==> src/rtl/led_pulse_stretcher_pkg.sv <==
// Shared definitions for the LED pulse stretcher: FSM state encoding and
// duration-counter width.
package led_pulse_stretcher_pkg;

  localparam int unsigned DUR_W = 24;

  typedef enum logic [1:0] {
    ST_IDLE = 2'd0,
    ST_ON   = 2'd1,
    ST_OFF  = 2'd2
  } state_t;

endpackage

==> src/rtl/led_pulse_stretcher_sat_updown_counter.sv <==
// Saturating up/down counter: holds at all-ones on increment and at zero on
// decrement; a simultaneous inc and dec leaves the count unchanged.
module sat_updown_counter #(
  parameter int unsigned W = 4
) (
  input  logic         clk,
  input  logic         rst,
  input  logic         inc,
  input  logic         dec,
  output logic [W-1:0] count,
  output logic         sat
);

  assign sat = &count;

  always_ff @(posedge clk) begin
    if (rst) begin
      count <= '0;
    end else if (inc && !dec && !sat) begin
      count <= count + W'(1);
    end else if (dec && !inc && (count != '0)) begin
      count <= count - W'(1);
    end
  end

endmodule

==> src/rtl/led_pulse_stretcher.sv <==
// Stretches single-cycle event strobes into fixed-length LED blinks with a
// mandatory off gap; events arriving mid-blink are queued in a pending counter.
module led_pulse_stretcher
  import led_pulse_stretcher_pkg::*;
#(
  parameter int unsigned ON_CYCLES  = 5000000,
  parameter int unsigned OFF_CYCLES = 5000000,
  parameter int unsigned PEND_W     = 4
) (
  input  logic              clk,
  input  logic              rst,
  input  logic              pulse_in,
  output logic              led,
  output logic              busy,
  output logic [PEND_W-1:0] pending,
  output logic              overflow
);

  localparam logic [DUR_W-1:0] ON_LAST  = DUR_W'(ON_CYCLES - 1);
  localparam logic [DUR_W-1:0] OFF_LAST = DUR_W'(OFF_CYCLES - 1);

  state_t           state, state_d;
  logic [DUR_W-1:0] dur;
  logic             on_last, off_last, pend_nz;
  logic             inc, dec, sat;
  logic             led_d, busy_d, overflow_d;

  assign on_last  = (state == ST_ON)  && (dur == ON_LAST);
  assign off_last = (state == ST_OFF) && (dur == OFF_LAST);
  assign pend_nz  = |pending;

  // State register, duration counter and registered outputs.
  always_ff @(posedge clk) begin
    if (rst) begin
      state    <= ST_IDLE;
      dur      <= '0;
      led      <= 1'b0;
      busy     <= 1'b0;
      overflow <= 1'b0;
    end else begin
      state    <= state_d;
      dur      <= ((state_d != state) || (state_d == ST_IDLE)) ? '0 : dur + DUR_W'(1);
      led      <= led_d;
      busy     <= busy_d;
      overflow <= overflow_d;
    end
  end

  always_comb begin
    state_d = state;
    unique case (state)
      ST_IDLE: if (pulse_in) state_d = ST_ON;
      ST_ON:   if (on_last)  state_d = ST_OFF;
      ST_OFF:  if (off_last) state_d = (pend_nz || pulse_in) ? ST_ON : ST_IDLE;
      default: state_d = ST_IDLE;
    endcase
  end

  // On the last OFF cycle with nothing pending, a strobe starts the next blink
  // directly instead of passing through the counter.
  always_comb begin
    inc = pulse_in && ((state == ST_ON) ||
                       ((state == ST_OFF) && (!off_last || pend_nz)));
    dec = off_last && pend_nz;
  end

  // IDLE is only reachable with pending at zero, so busy follows the next state.
  always_comb begin
    led_d      = (state_d == ST_ON);
    busy_d     = (state_d != ST_IDLE);
    overflow_d = inc && !dec && sat;
  end

  sat_updown_counter #(
    .W(PEND_W)
  ) u_pending (
    .clk  (clk),
    .rst  (rst),
    .inc  (inc),
    .dec  (dec),
    .count(pending),
    .sat  (sat)
  );

endmodule

==> config.mk <==
export PLATFORM = sky130hd
export DESIGN_NAME = led_pulse_stretcher
export DESIGN_NICKNAME = d
export VERILOG_FILES = /design/src/rtl/led_pulse_stretcher_pkg.sv /design/src/rtl/led_pulse_stretcher_sat_updown_counter.sv /design/src/rtl/led_pulse_stretcher.sv
export SDC_FILE = /design/constraint.sdc
export NUM_CORES = 1
export LEC_CHECK = 0
export CELL_PAD_IN_SITES_DETAIL_PLACEMENT = 0
export CELL_PAD_IN_SITES_GLOBAL_PLACEMENT = 1
export CORE_UTILIZATION = 51
export CTS_CLUSTER_DIAMETER = 60
export CTS_CLUSTER_SIZE = 20
export DETAILED_ROUTE_END_ITERATION = 6
export DONT_BUFFER_PORTS = 1
export GPL_TIMING_DRIVEN = 0
export PLACE_DENSITY = 0.81
export SLEW_MARGIN = 40
export SYNTH_ARGS = -nofsm -noshare
export SYNTH_HDL_FRONTEND = slang
export SYNTH_SLANG_ARGS = --single-unit
export TNS_END_PERCENT = 100
==> constraint.sdc <==
create_clock -name clk -period 9.6 [get_ports clk]
set_input_delay 0.96 -clock clk [delete_from_list [all_inputs] [get_ports clk]]
set_output_delay 0.96 -clock clk [all_outputs]
set_load 0.03 [all_outputs]
==> results of run 1 <==
## path summary, 6_finish.rpt
kind,end,slack (ns)
worst min-delay path,dur[0],0.47
worst max register to register,u_pending.count[3],5.84
worst min register to register,dur[0],0.47
worst max-delay path,u_pending.count[3],5.84
## worst max-delay path, delay by kind of cell (launching register included)
kind	cells	cell delay (ns)
AOI/OAI and AO/OA	3	0.74
and+or+nand+nor	6	2.21
DFF	1	0.37
adders and majority gates	1	0.32
## layout make-up
type | instances | share of cell area, %
Buffer | 5 | 1.56
Clock buffer | 7 | 3.13
Inverter | 6 | 1.28
Multi-Input combinational cell | 142 | 53.4
Sequential cell | 33 | 37.5
Tap cell | 44 | 3.13
## sequential cells by signal (all words and copies together) (netlist names)
register	flops
busy	1
dur	24
led	1
overflow	1
state	2
u_pending.count	4
## through the flow
stage | setup slack, ns | utilization [%]
finish | 5.84 | 57.7
detailed placement | 5.87 | 55.9
global route | 5.55 | 57.7
floorplan | 6.13 | -
global placement | 5.90 | 55.7
CTS | 5.84 | 57.7
## cells by family (layout without fill, tap and decap cells)
| family | count (synthesis) | count (layout) | share of synthesized area [%] |
|---|---|---|---|
| flops | 33 | 33 | 40.2 |
| compound gates | 14 | 14 | 7.53 |
| xor+xnor | 23 | 23 | 12.3 |
| mux | 4 | 4 | 2.51 |
| fa+ha+maj | 4 | 4 | 3.50 |
| simple gates | 97 | 97 | 31.0 |
| buf+inv | 11 | 18 | 3.04 |
## synthesized netlist by cell type, types with 3 or more instances
cell type / n / share of area [%]
and3_1: 8 / 3.0
dfxtp_1: 33 / 40
ha_1: 3 / 2.3
inv_1: 6 / 1.4
mux2i_1: 3 / 1.8
nand2_1: 16 / 3.7
nand3_1: 6 / 1.8
nand4_1: 9 / 3.4
nor2_1: 32 / 7.3
nor2b_1: 3 / 1.1
nor3_1: 6 / 1.8
nor4_1: 4 / 1.5
xnor2_1: 6 / 3.2
xor2_1: 17 / 9.1
## where the power goes
group / switching [W] / leakage (nW) / internal, W
registers: 0.00000695 / 0.267 / 0.000139
clock network: 0.0000441 / 0.0314 / 0.0000345
logic: 0.00000821 / 0.327 / 0.00000631
total: 0.0000592 / 0.626 / 0.000180
## per-layer routing
metal | vias to the layer above | wire length [um]
li1 | 665 | -
met1 | 625 | 1530
met2 | 13 | 1550
met3 | 6 | 93
met4 | 0 | 56
met5 | - | 0
==> results.py, run 1 <==
metrics = {
    "die": {
        "core_mm2": 0.00305,
        "die_w_um": 58.8,
        "ios": 10,
        "start_util_pct": 53.9,
        "rows": 20,
        "die-area_mm2": 0.00345,
        "die_h_um": 58.8,
    },
    "clock_tree": {
        "root_buffer": "clkbuf_4",
        "htreeDepth": 2,
        "cts_buffer_depth": 2,
        "cts_resized": 0,
        "post_cts_buffers": 0,
        "clk_pin_slew_ns": 0.10,
        "holdBufCountCts": 0,
        "cts_inserted_buffers": 5,
        "cts_tree": "built",
        "worstSkewPairLatency_ns": 0.33,
        "numClockSinks": 33,
    },
    "critical_path": {
        "critPathMostFrequentCell": "o21a_1",
        "critPathLaunch": "dur[10]",
        "crit_slowest_cell": "or4b_2",
        "r2r_start": "dur[10]",
        "worstPathArrival_ns": 3.98,
        "slowest_delay_ns": 0.63,
        "worstPathCellList": "or4_1 > or4_4 > o21a_1 > nor2_1 > ha_1 > and3_1 > or4b_2 > o41ai_1 > o21a_1 > nor3_1",
        "r2r_cells": 10,
        "critPathCaptureType": "flop",
        "start_kind": "flop",
        "required_ns": 9.82,
        "worstSetupPathType": "reg2reg",
        "worstPathMaxFanout": 5,
    },
    "global_routing": {
        "grt_pass1_wl_mm": 5.69,
        "grt_max_degree": 11,
        "grt_usage_pct": 21.8,
        "grt.overflow.total": 0,
        "grtUsageMet3_pct": 6.37,
        "grtUsageMet1_pct": 27.2,
        "grt_busiest_layer": "met2",
        "grt_pass1_vias": 1270,
        "gr-usage-met2_pct": 34.7,
        "antenna_found_initial": 0,
    },
    "sta": {
        "period_needed_ns": 3.76,
        "whs_ns": 0.474,
        "slew_viol_final": 0,
        "fmax_mhz": 266,
        "maxSlewHeadroom_pct": 62.3,
        "finalSetupViolCount": 0,
        "skew_ns": 0.00888,
        "setup_tns_ns": 0,
        "report.final.hold_viol_count": 0,
        "rsz0062_at_grt": "no",
        "final.period_utilization_pct": 39.2,
        "worst_slew_pin_slew_ns": 0.560,
    },
    "finish": {
        "final_cell_mix": "33 x dfxtp_1, 32 x nor2_1, 17 x xor2_1",
        "final_area_mm2": 0.00176,
        "layout.cells.most_common": "dfxtp_1",
        "fillCellCount": 307,
        "multi_input_area_um2": 940,
        "ff_latch_area_um2": 661,
        "final_nets": 200,
        "n_antenna_cell": 0,
        "area_growth_pct": 7.08,
        "drive_gt1_share_pct": 8.81,
        "finalNonFillerCells": 237,
    },
    "route": {
        "via_per_inst": 5.52,
        "dr_total_vias": 1309,
        "firstDrtPassIters": 4,
        "wl_per_cell_um": 13.6,
        "drt_iter0_drc": 67,
        "routed_wirelength_mm": 3.23,
        "drc": 0,
        "ant_nets": 0,
    },
    "synth": {
        "yosys_warnings": 0,
        "synth-main-ff-cell": "dfxtp_1",
        "synth.distinct_cells": 40,
        "ys_async_sr_fraction_pct": 0,
        "synth_seq_cells": 33,
        "yosysSeqAreaShare_pct": 40.2,
        "avgSynthCellArea_um2": 8.84,
        "synthCells": 186,
        "synth_area_mm2": 0.00164,
        "synth_edf_count": 0,
        "syn_nets": 193,
    },
    "power": {
        "ir_drop_mv": 0.0813,
        "p_per_area_mw_per_mm2": 136,
        "power_leakage_nw": 0.626,
        "p_total_w": 0.000239,
    },
    "flow_run": {
        "cap_viol_max_count": 0,
    },
    "placed_design": {
        "place_area_mm2": 0.00171,
        "portBuffers": 0,
        "gp_congestion": 0.763,
        "dp_hpwl_mm": 2.34,
        "dp.cells": 230,
    },
    "min_path": {
        "worstHoldPathType": "reg2reg",
        "min-delay-start": "dur[0]",
        "min_path_cells": 1,
    },
    "outcome": {
        "status": "finished clean",
    },
}
No activity file was read; power rests on OpenSTA's default activity.
==> inputs of run 2 (changes only) <==
CORE_UTILIZATION = 47   (was 51)
PLACE_DENSITY = 0.76   (was 0.81)
clock period = 3.5 ns   (was 9.6 ns; I/O delays follow)
==> results.py, run 2 (synthesis gave the netlist of run 1 again) <==
metrics = {
    "global_routing": {
        "grt_usage_pct": 20.0,
        "grt_pass1_wl_mm": 5.36,
        "grt_pass1_vias": 1260,
        "grt.overflow.total": 0,
        "grt_max_degree": 11,
        "antenna_found_initial": 0,
    },
    "die": {
        "ios": 10,
        "core_mm2": 0.00334,
        "die-area_mm2": 0.00374,
        "start_util_pct": 49.3,
        "rows": 21,
        "die_h_um": 61.1,
        "die_w_um": 61.1,
    },
    "outcome": {
        "status": "finished clean",
    },
    "power": {
        "pwr-share-seq_pct": 57.5,
        "power_switching_w": 0.000177,
        "clkPwrFrac_pct": 35.4,
        "p_total_w": 0.000698,
        "p_int_w": 0.000521,
        "combPwrFrac_pct": 7.1,
        "power_leakage_nw": 0.700,
        "ir_drop_mv": 0.187,
        "swShare_pct": 25.3,
        "p_per_area_mw_per_mm2": 368,
    },
    "sta": {
        "fmax_mhz": 303,
        "whs_ns": 0.166,
        "slew_viol_final": 0,
        "final.period_utilization_pct": 94.2,
        "worst_slew_pin_slew_ns": 0.544,
        "finalWorstSetupSlack_ns": 0.203,
        "setup_tns_ns": 0,
        "finalSetupViolCount": 0,
        "rsz0062_at_grt": "no",
        "skew_ns": 0.00707,
        "report.final.hold_viol_count": 0,
        "period_needed_ns": 3.30,
        "maxSlewHeadroom_pct": 63.4,
    },
    "clock_tree": {
        "holdBufCountCts": 0,
        "htreeDepth": 2,
        "worstSkewPairLatency_ns": 0.33,
        "cts_tree": "built",
        "root_buffer": "clkbuf_4",
        "cts_inserted_buffers": 5,
        "cts_buffer_depth": 2,
        "numClockSinks": 33,
        "clk_pin_slew_ns": 0.11,
    },
    "finish": {
        "drive_gt1_share_pct": 18.1,
        "multi_input_area_mm2": 0.00101,
        "final_nets": 205,
        "regMostFlops": "dur",
        "fillCellCount": 318,
        "finalNonFillerCells": 245,
        "area_growth_pct": 15.4,
        "largest_reg_flops": 24,
        "ff_latch_area_um2": 671,
        "final_cell_mix": "31 x nor2_1, 29 x dfxtp_1, 17 x xor2_1",
        "layout.cells.most_common": "nor2_1",
        "n_antenna_cell": 0,
        "top_regs": "dur (24), u_pending.count (4), state (2)",
    },
    "route": {
        "drc": 0,
        "routed_wirelength_mm": 3.39,
        "via_per_inst": 5.50,
        "drt_iter0_drc": 98,
        "dr_total_vias": 1348,
        "ant_nets": 0,
        "wl_per_cell_um": 13.8,
        "firstDrtPassIters": 4,
    },
    "critical_path": {
        "worstPathMaxFanout": 3,
        "slowest_delay_ns": 0.52,
        "required_ns": 3.70,
        "crit_buf_inv": 0,
        "r2r_slack_ns": 0.20,
        "worstPathArrival_ns": 3.50,
        "worstSetupPathType": "reg2reg",
        "crit_slowest_cell": "or4b_4",
        "start_kind": "flop",
        "worstPathCellList": "or4b_1 > or4_4 > o21a_4 > nor2_4 > ha_4 > and3_4 > or4b_4 > o41ai_4 > o21a_1 > nor3_1",
        "critical-path-top-delay-family": "simple AND/OR/NAND/NOR gates",
        "critPathCaptureType": "flop",
    },
    "placed_design": {
        "dp_hpwl_mm": 2.40,
        "portBuffers": 0,
        "dp.cells": 232,
        "place_ws_ns": -0.246,
        "gp_congestion": 0.866,
    },
    "min_path": {
        "worstHoldPathType": "in2reg",
    },
    "flow_run": {
        "cap_viol_max_count": 0,
    },
}
-- run 2: stage by stage --
step | utilization (%) | instance area [um^2]
after CTS | 56.0 | 1870
final | 56.9 | 1900
after global routing | 56.9 | 1900
after floorplan | - | 1640
after global placement | 51.0 | 1700
after detailed placement | 51.0 | 1700
-- run 2: path summary, 6_finish.rpt --
path / startpoint / endpoint / depth (start not counted)
min reg2reg: dur[0] / dur[0] / 1
max: dur[7] / u_pending.count[3] / 10
max reg2reg: dur[7] / u_pending.count[3] / 10
min: pulse_in / overflow / 2
-- run 2: per-layer routing --
layer	part of all wire [%]	global-route usage, %
met5	0	0
met4	2.1	8.77
met3	3.3	6.30
met2	48	33.5
met1	47	23.3
-- run 2: power groups by stage --
stage               clock (W)  sequential [W]  combinational (W)
CTS                  0.000258        0.000401          0.0000486
global route         0.000270        0.000403          0.0000554
floorplan                   0        0.000408          0.0000325
global placement            0        0.000410          0.0000381
finish               0.000247        0.000401          0.0000494
detailed placement          0        0.000410          0.0000401
-- run 2: what timing repair did --
item,CTS,global route
setup endpoints to repair,1,1
resized for setup,13,4
buffers inserted,5,0
pin swaps,7,3
-- run 2: worst reg2reg max path: stages (launching register included) --
cell and delay, ns:
dfxtp_4 0.36, or4b_1 0.51, or4_4 0.51, o21a_4 0.23, nor2_4 0.18, ha_4 0.23
and3_4 0.18, or4b_4 0.52, o41ai_4 0.24, o21a_1 0.17, nor3_1 0.04
-- run 2: layout make-up --
type                    instances  area share (%)
clock inverters                 1           0.264
clock buffers                   7            3.43
multi-input cells             142            53.3
well taps                      46            3.03
flip-flops and latches         33            35.3
repair buffers                  5            1.98
plain buffers                   5            1.45
inverters                       6            1.19
